**src/rtl/data_mem_responder.sv**
```systemverilog
// Handshaked data-memory target for the load/store path: accepts a request while idle,
// answers with a one-cycle ack LATENCY cycles later, and flags out-of-range accesses.
module data_mem_responder #(
    parameter int DATA_W  = 4,
    parameter int ADDR_W  = 4,
    parameter int DEPTH   = 16,
    parameter int LATENCY = 2
) (
    input  logic              clk,
    input  logic              rst_n,
    input  logic              req,
    input  logic              wr,
    input  logic [ADDR_W-1:0] addr,
    input  logic [DATA_W-1:0] wdata,
    output logic              busy,
    output logic              ack,
    output logic [DATA_W-1:0] rdata,
    output logic              err,
    output logic [7:0]        acc_cnt,
    input  logic [ADDR_W-1:0] dump_addr,
    output logic [DATA_W-1:0] dump_data
);

    localparam int CNT_W = (LATENCY > 1) ? $clog2(LATENCY) : 1;
    localparam logic [CNT_W-1:0]  CNT_LOAD  = CNT_W'(LATENCY - 1);
    localparam logic [ADDR_W:0]   DEPTH_LIM = (ADDR_W + 1)'(DEPTH);

    typedef enum logic [1:0] {S_IDLE, S_WAIT, S_RESP} state_t;

    state_t            state_q;
    state_t            state_d;
    logic              wr_q;
    logic [ADDR_W-1:0] addr_q;
    logic [DATA_W-1:0] wdata_q;
    logic [CNT_W-1:0]  cnt_q;
    logic [DATA_W-1:0] mem [DEPTH];

    logic accept;
    logic finish;
    logic hit;
    logic dump_hit;

    assign accept   = (state_q == S_IDLE) && req;
    assign finish   = (state_q == S_WAIT) && (cnt_q == '0);
    assign hit      = {1'b0, addr_q} < DEPTH_LIM;
    assign dump_hit = {1'b0, dump_addr} < DEPTH_LIM;

    always_ff @(posedge clk or negedge rst_n) begin
        if (!rst_n) begin
            state_q <= S_IDLE;
        end else begin
            state_q <= state_d;
        end
    end

    always_comb begin
        state_d = state_q;
        case (state_q)
            S_IDLE:  if (req) state_d = S_WAIT;
            S_WAIT:  if (cnt_q == '0) state_d = S_RESP;
            S_RESP:  state_d = S_IDLE;
            default: state_d = S_IDLE;
        endcase
    end

    // Request latch, wait counter and registered handshake outputs.
    always_ff @(posedge clk or negedge rst_n) begin
        if (!rst_n) begin
            wr_q    <= 1'b0;
            addr_q  <= '0;
            wdata_q <= '0;
            cnt_q   <= '0;
            busy    <= 1'b0;
            ack     <= 1'b0;
            err     <= 1'b0;
            rdata   <= '0;
            acc_cnt <= 8'd0;
        end else begin
            if (accept) begin
                wr_q    <= wr;
                addr_q  <= addr;
                wdata_q <= wdata;
                cnt_q   <= CNT_LOAD;
                busy    <= 1'b1;
            end
            if ((state_q == S_WAIT) && (cnt_q != '0)) begin
                cnt_q <= cnt_q - CNT_W'(1);
            end
            if (finish) begin
                ack     <= 1'b1;
                acc_cnt <= acc_cnt + 8'd1;
                if (hit) begin
                    if (!wr_q) rdata <= mem[addr_q];
                end else begin
                    err <= 1'b1;
                    if (!wr_q) rdata <= '0;
                end
            end
            if (state_q == S_RESP) begin
                ack  <= 1'b0;
                err  <= 1'b0;
                busy <= 1'b0;
            end
        end
    end

    // Writes commit only on the completing edge, so an aborted transaction never lands.
    always_ff @(posedge clk or negedge rst_n) begin
        if (!rst_n) begin
            for (int i = 0; i < DEPTH; i++) mem[i] <= '0;
        end else if (finish && hit && wr_q) begin
            mem[addr_q] <= wdata_q;
        end
    end

    assign dump_data = dump_hit ? mem[dump_addr] : '0;

endmodule

```
**config.mk**
```make
export PLATFORM = sky130hd
export DESIGN_NAME = data_mem_responder
export DESIGN_NICKNAME = d
export VERILOG_FILES = /design/src/rtl/data_mem_responder.sv
export SDC_FILE = /design/constraint.sdc
export NUM_CORES = 1
export LEC_CHECK = 0
export ABC_AREA = 1
export CAP_MARGIN = 20
export CORE_MARGIN = 2
export CORE_UTILIZATION = 40
export DETAILED_ROUTE_END_ITERATION = 10
export GPL_TIMING_DRIVEN = 0
export SYNTH_ARGS = -nofsm -noshare
export SYNTH_HDL_FRONTEND = slang
export SYNTH_SLANG_ARGS = --single-unit
```
**constraint.sdc**
```tcl
create_clock -name clk -period 1.45 [get_ports clk]
set_clock_uncertainty 0.1 [all_clocks]
set_input_delay 0.29 -clock clk [delete_from_list [all_inputs] [get_ports clk]]
set_output_delay 0.29 -clock clk [all_outputs]
set_load 0.02 [all_outputs]
```
==> run_results.csv <==
group,metric,value,unit
yosys,synth.cell_area,0.004641,mm²
timing,setup_violations,72,
global_route,grt_pass1_wl,24900,µm
cells_and_area,fin_cells,866,
clock_tree,tritoncts,"built",
die,io_pins,35,
placed_design,portBuffers,31,
clock_tree,root_buffer,"clkbuf_16",
power,p_per_area,2039,mW/mm²
drt,ant_nets,0,
yosys,netlist.area_leader.share,48.53,%
power,p_total,13780,µW
placed_design,gp_congestion,0.9889,
timing,setup_slack,-432.2,ps
global_route,antenna_found_initial,0,
drt,first_iter_violations,539,
placed_design,place_hpwl,10620,µm
drt,wire_per_inst,18.66,µm
setup_path,crit_required,1060,ps
worst_hold_path,min_path_type,"input pin to async pin",
run_status,violations,"negative setup slack",
drt,drt_first_pass_iters,6,
timing,period_share,129.8,%
yosys,ys_types,26,
setup_path,crit_fanout,10,
yosys,syn_avg_cell_area,7.378,µm²
timing,post-route-min-period,1882,ps
timing,tns,-12560,ps
die,start_util,40.82,%
cells_and_area,nets,735,
setup_path,r2r-end,"mem[43]",
yosys,synth_area_leader_cell,"dfrtp_1",
global_route,grt_usage,25.91,%
die,die_width,111.7,µm
yosys,synth_fp_nets,646,
drt,vias_per_cell,5.536,
clock_tree,cts.clk_slew.worst_paths,60,ps
cells_and_area,diodes,0,
die,die_h,111.7,µm
run_status,status,"finished, violations left",
global_route,grt_pass1_vias,4556,
cells_and_area,drive_above_1_share,34.58,%
setup_path,endpoint_kind,"output pin",
yosys,synthCells,629,
cells_and_area,syn2layout_area_growth,45.59,%
clock_tree,clock-sinks,90,
die,rows,39,
setup_path,r2r_setup_slack,-240,ps
drt,dr_total_vias,4794,
global_route,grt_max_degree,69,
placed_design,placed_cell_area,0.005194,mm²
yosys,yosys_register_bits,90,
drt,drc,0,
setup_path,path_class,"input pin to output pin",
clock_tree,cts-htree-levels,3,
clock_tree,cts_buffers,9,
yosys,synth_area_leaders,"dfrtp_1 (49%), nand2_1 (19%), o21ai_0 (11%)",
power,peakVddDrop,0.001324,V
setup_path,rr_startpoint,"state_q[1]",
yosys,synth_seq_area_share,48.53,%
global_route,grt_overflow_total,0,
timing,maxSlewViolCount,0,
flow_run,maxCapViolations,0,
placed_design,placed_cells,804,
die,fp.coreArea,0.01137,mm²
setup_path,start_kind,"input pin",
setup_path,r2r_cells,10,
timing,finalHoldViolations,0,
drt,wl,16160,µm
timing,fmax,531.3,MHz
cells_and_area,final_area,0.006756,mm²
power,p_leak,0.003091,µW
clock_tree,clockBufferDepth,2,
clock_tree,clock_insertion_delay_worst_skew,350,ps
timing,grt_setup_unrepaired,"true",
yosys,ys_warn_count,0,
cells_and_area,n_fill_cell,1059,
setup_path,cp_data_arrival_time,1490,ps
die,fp.dieArea,0.01248,mm²
-- worst max-delay path by stage --
| stage | end | cells after the start | slack [ps] | startpoint |
|---|---|---|---|---|
| after floorplan | dump_data[2] | 7 | 1 | dump_addr[0] |
| after global placement | mem[37] | 1 | -3230 | rst_n |
| after detailed placement | dump_data[2] | 7 | -1540 | dump_addr[1] |
| after CTS | dump_data[2] | 7 | -390 | mem[26] |
| after global routing | dump_data[0] | 5 | -490 | mem[56] |
| final | dump_data[1] | 8 | -430 | dump_addr[0] |
-- power breakdown --
part | internal, µW | switching, µW | total, µW
clock | 1430 | 949 | 2380
sequential | 3490 | 1000 | 4500
combinational | 2770 | 4130 | 6900
total | 7690 | 6080 | 13800
-- layer usage --
layer,GRT usage [%],vias up,part of all wire [%]
met3,5.553,46,7.1
met5,0,-,0
met2,39.84,218,47
met1,35.86,2320,43
li1,-,2210,-
met4,10.45,0,3.4
-- layout by cell type, fill, tap and decap left out, drive strengths merged --
master and instances:
nand3 20, clkbuf 28, buf 69, o211ai 14, a21oi 22, o21ai 106, clkinv 4, clkdlybuf4s15 7
dlygate4sd3 1, clkdlybuf4s50 11, nor2 58, ha 1, inv 39, nor3 3, bufinv 1, nand2 237
mux2 2, conb 1, clkinvlp 2, xor2 2, nand4 1, dfrtp 90, xnor2 4
-- worst max-delay path, cell delays in order --
cell and delay, ps:
buf_6 150, clkinv_4 140, buf_4 210, o21ai_1 200, nand3_1 180, nand3_2 120, nand2_2 60, buf_6 130
-- cells by family (layout without fill, tap and decap cells) --
kind of cell | Yosys count | in the layout | synth area share [%]
compound gates | 142 | 142 | 16.07
fa+ha+maj | 1 | 1 | 0.2696
flops | 90 | 90 | 48.53
xor+xnor | 6 | 6 | 1.132
simple gates | 319 | 319 | 27.53
other cells | 1 | 1 | 0.08081
mux | 2 | 2 | 0.4853
buf+inv | 68 | 162 | 5.904
-- through the flow --
step	setup WS [ps]	util [%]	hold slack (ps)
finish	-432.2	59.43	273.5
floorplan	1.401	-	-105.6
global route	-488.7	59.43	302.0
detailed placement	-1537	45.68	114.5
global placement	-3231	45.46	359.2
CTS	-393.5	53.95	287.8
-- synthesized netlist by cell type (all sizes together) --
cell type  instances
nand2            237
o21ai            106
dfrtp             90
nor2              58
inv               42
a21oi             22
nand3             20
o211ai            14
buf               12
clkbuf            12
xnor2              4
nor3               3
clkinv             2
mux2               2
xor2               2
conb               1
ha                 1
nand4              1
-- sequential cells by signal (all words and copies together) (netlist names) --
register and count:
mem 64, acc_cnt 8, addr_q 4, rdata 4, wdata_q 4, state_q 2, ack 1, busy 1
cnt_q 1, wr_q 1
-- area by class of cell --
cell class	instances	area [µm²]	area share, %
clock buffers	14	264.0	3.907
multi-input cells	471	2793	41.33
repair buffers	78	785.8	11.63
well taps	143	178.9	2.648
plain buffers	24	244.0	3.611
inverters	44	200.2	2.963
clock inverters	2	35.03	0.5185
flip-flops and latches	90	2256	33.39
-- repair_timing --
| item | in CTS | in global routing |
|---|---|---|
| pin swaps | 45 | 65 |
| setup endpoints to repair | 98 | 95 |
| setup buffers | 26 | 18 |
| hold buffers | 1 | 0 |
| cloned | 1 | 1 |
| hold endpoints to repair | 22 | 0 |
| resized for setup | 228 | 175 |
Power figures use the tool's default switching activity.
==> patch: new RTL, same flow settings <==
Put one more register stage on the output `acc_cnt`, cleared by the reset. The value now appears one clock later. The other outputs are not delayed to match.
--- a/src/rtl/data_mem_responder.sv
+++ b/src/rtl/data_mem_responder.sv
@@ -26,6 +26,8 @@
     localparam logic [ADDR_W:0]   DEPTH_LIM = (ADDR_W + 1)'(DEPTH);
 
     typedef enum logic [1:0] {S_IDLE, S_WAIT, S_RESP} state_t;
+
+    logic [7:0] acc_cnt_s0;
 
     state_t            state_q;
     state_t            state_d;
@@ -74,7 +76,7 @@
             ack     <= 1'b0;
             err     <= 1'b0;
             rdata   <= '0;
-            acc_cnt <= 8'd0;
+            acc_cnt_s0 <= 8'd0;
         end else begin
             if (accept) begin
                 wr_q    <= wr;
@@ -88,7 +90,7 @@
             end
             if (finish) begin
                 ack     <= 1'b1;
-                acc_cnt <= acc_cnt + 8'd1;
+                acc_cnt_s0 <= acc_cnt_s0 + 8'd1;
                 if (hit) begin
                     if (!wr_q) rdata <= mem[addr_q];
                 end else begin
@@ -115,5 +117,13 @@
 
     assign dump_data = dump_hit ? mem[dump_addr] : '0;
 
+    always_ff @(posedge clk or negedge rst_n) begin
+        if (!rst_n) begin
+            acc_cnt <= '0;
+        end else begin
+            acc_cnt <= acc_cnt_s0;
+        end
+    end
+
 endmodule
 
Check against the original RTL: not equivalent (a bounded check fails within 4 cycles, from zero or initial values and one cycle with rst_n low).
==> patch against the unedited design <==
The flow still finishes with violations (negative setup slack). Area after synthesis is 5.3% higher. Via count is 2.1% lower. Sequential cell count is 8 higher. Die area is 5.1% higher. Non-clock buffer count is 5 lower. Total power is 5.6% higher. Critical path depth is 1 lower. Wire length is 2.9% lower. Cell area is 3.2% higher. Fmax is 0.99% lower. Setup slack worse by 0.019 ns. Core utilization is 1.1 points lower. Critical path type unchanged. Largest cell class unchanged. Highest routed layer unchanged.
==> patch: results (changes against the unedited design) <==
outcome: "complete, but fails checks"  # unchanged
violations: "negative setup slack"  # unchanged
dr.pass1.iters: 5  # was 6
p_int_uw: 8139  # was 7693 uW
ys_types: 27  # was 26
dpl_cell_area_um2: 5448  # was 5194 um^2
buf_share_pct: 14.30  # was 15.24%
synthAdderAreaFrac_pct: 0.2561  # was 0.2696%
fillerInstances: 1060  # was 1059
layout_setup_ws_ns: -0.4511  # was -0.4322 ns
wirelength_mm: 15.69  # was 16.16 mm
grt_usage_pct: 24.90  # was 25.91%
grt_pass1_wl_mm: 24.49  # was 24.90 mm
avgSynthCellArea_um2: 7.528  # was 7.378 um^2
clkbuf_count: 11  # was 14
critPathSlowestCell: "o211ai_1"  # was buf_4
setup_viol: 68  # was 72
tns_ns: -8.881  # was -12.56 ns
ir_drop_mv: 1.015  # was 1.324 mV
ys_top_cells_by_area: "dfrtp_1 (50%), nand2_1 (18%), o21ai_0 (9.2%)"  # was dfrtp_1 (49%), nand2_1 (19%), o21ai_0 (11%)
viasPerCell: 5.311  # was 5.536
grt_pass1_vias: 4552  # was 4556
synth_compound_area_share_pct: 13.83  # was 16.07%
syn-num-nets: 666  # was 646
synth_mux_area_share_pct: 1.050  # was 0.4853%
dp.cells: 828  # was 804
[patch: layer usage]
layer	global-route usage [%]	part of all wire [%]
met1	33.34	43
met2	38.38	46
met3	4.659	6.2
met4	13.25	4.4
met5	0	0
[patch: worst max-delay path by stage]
stage | to | start | cells after the start
floorplan | dump_data[2] | dump_addr[0] | 7
global placement | rdata[3] | rst_n | 1
detailed placement | dump_data[0] | dump_addr[2] | 6
CTS | dump_data[1] | mem[33] | 7
global route | dump_data[3] | mem[35] | 7
finish | dump_data[1] | dump_addr[0] | 7
[patch: timing repair]
action                                  CTS  global route
hold buffers                              1             0
resized for setup                       202           174
gates cloned                              1             2
buffers inserted                         33            14
endpoints found under the setup margin   99            89
pin swaps                                58            78
endpoints found under the hold margin    26             0
[patch: power groups by stage]
stage / sequential [uW] / clock, uW / combinational, uW
detailed placement: 4890 / 0 / 4630
global route: 5200 / 2530 / 7740
finish: 5060 / 2370 / 7130
CTS: 4890 / 2420 / 5910
global placement: 4860 / 0 / 4540
floorplan: 4820 / 0 / 2870
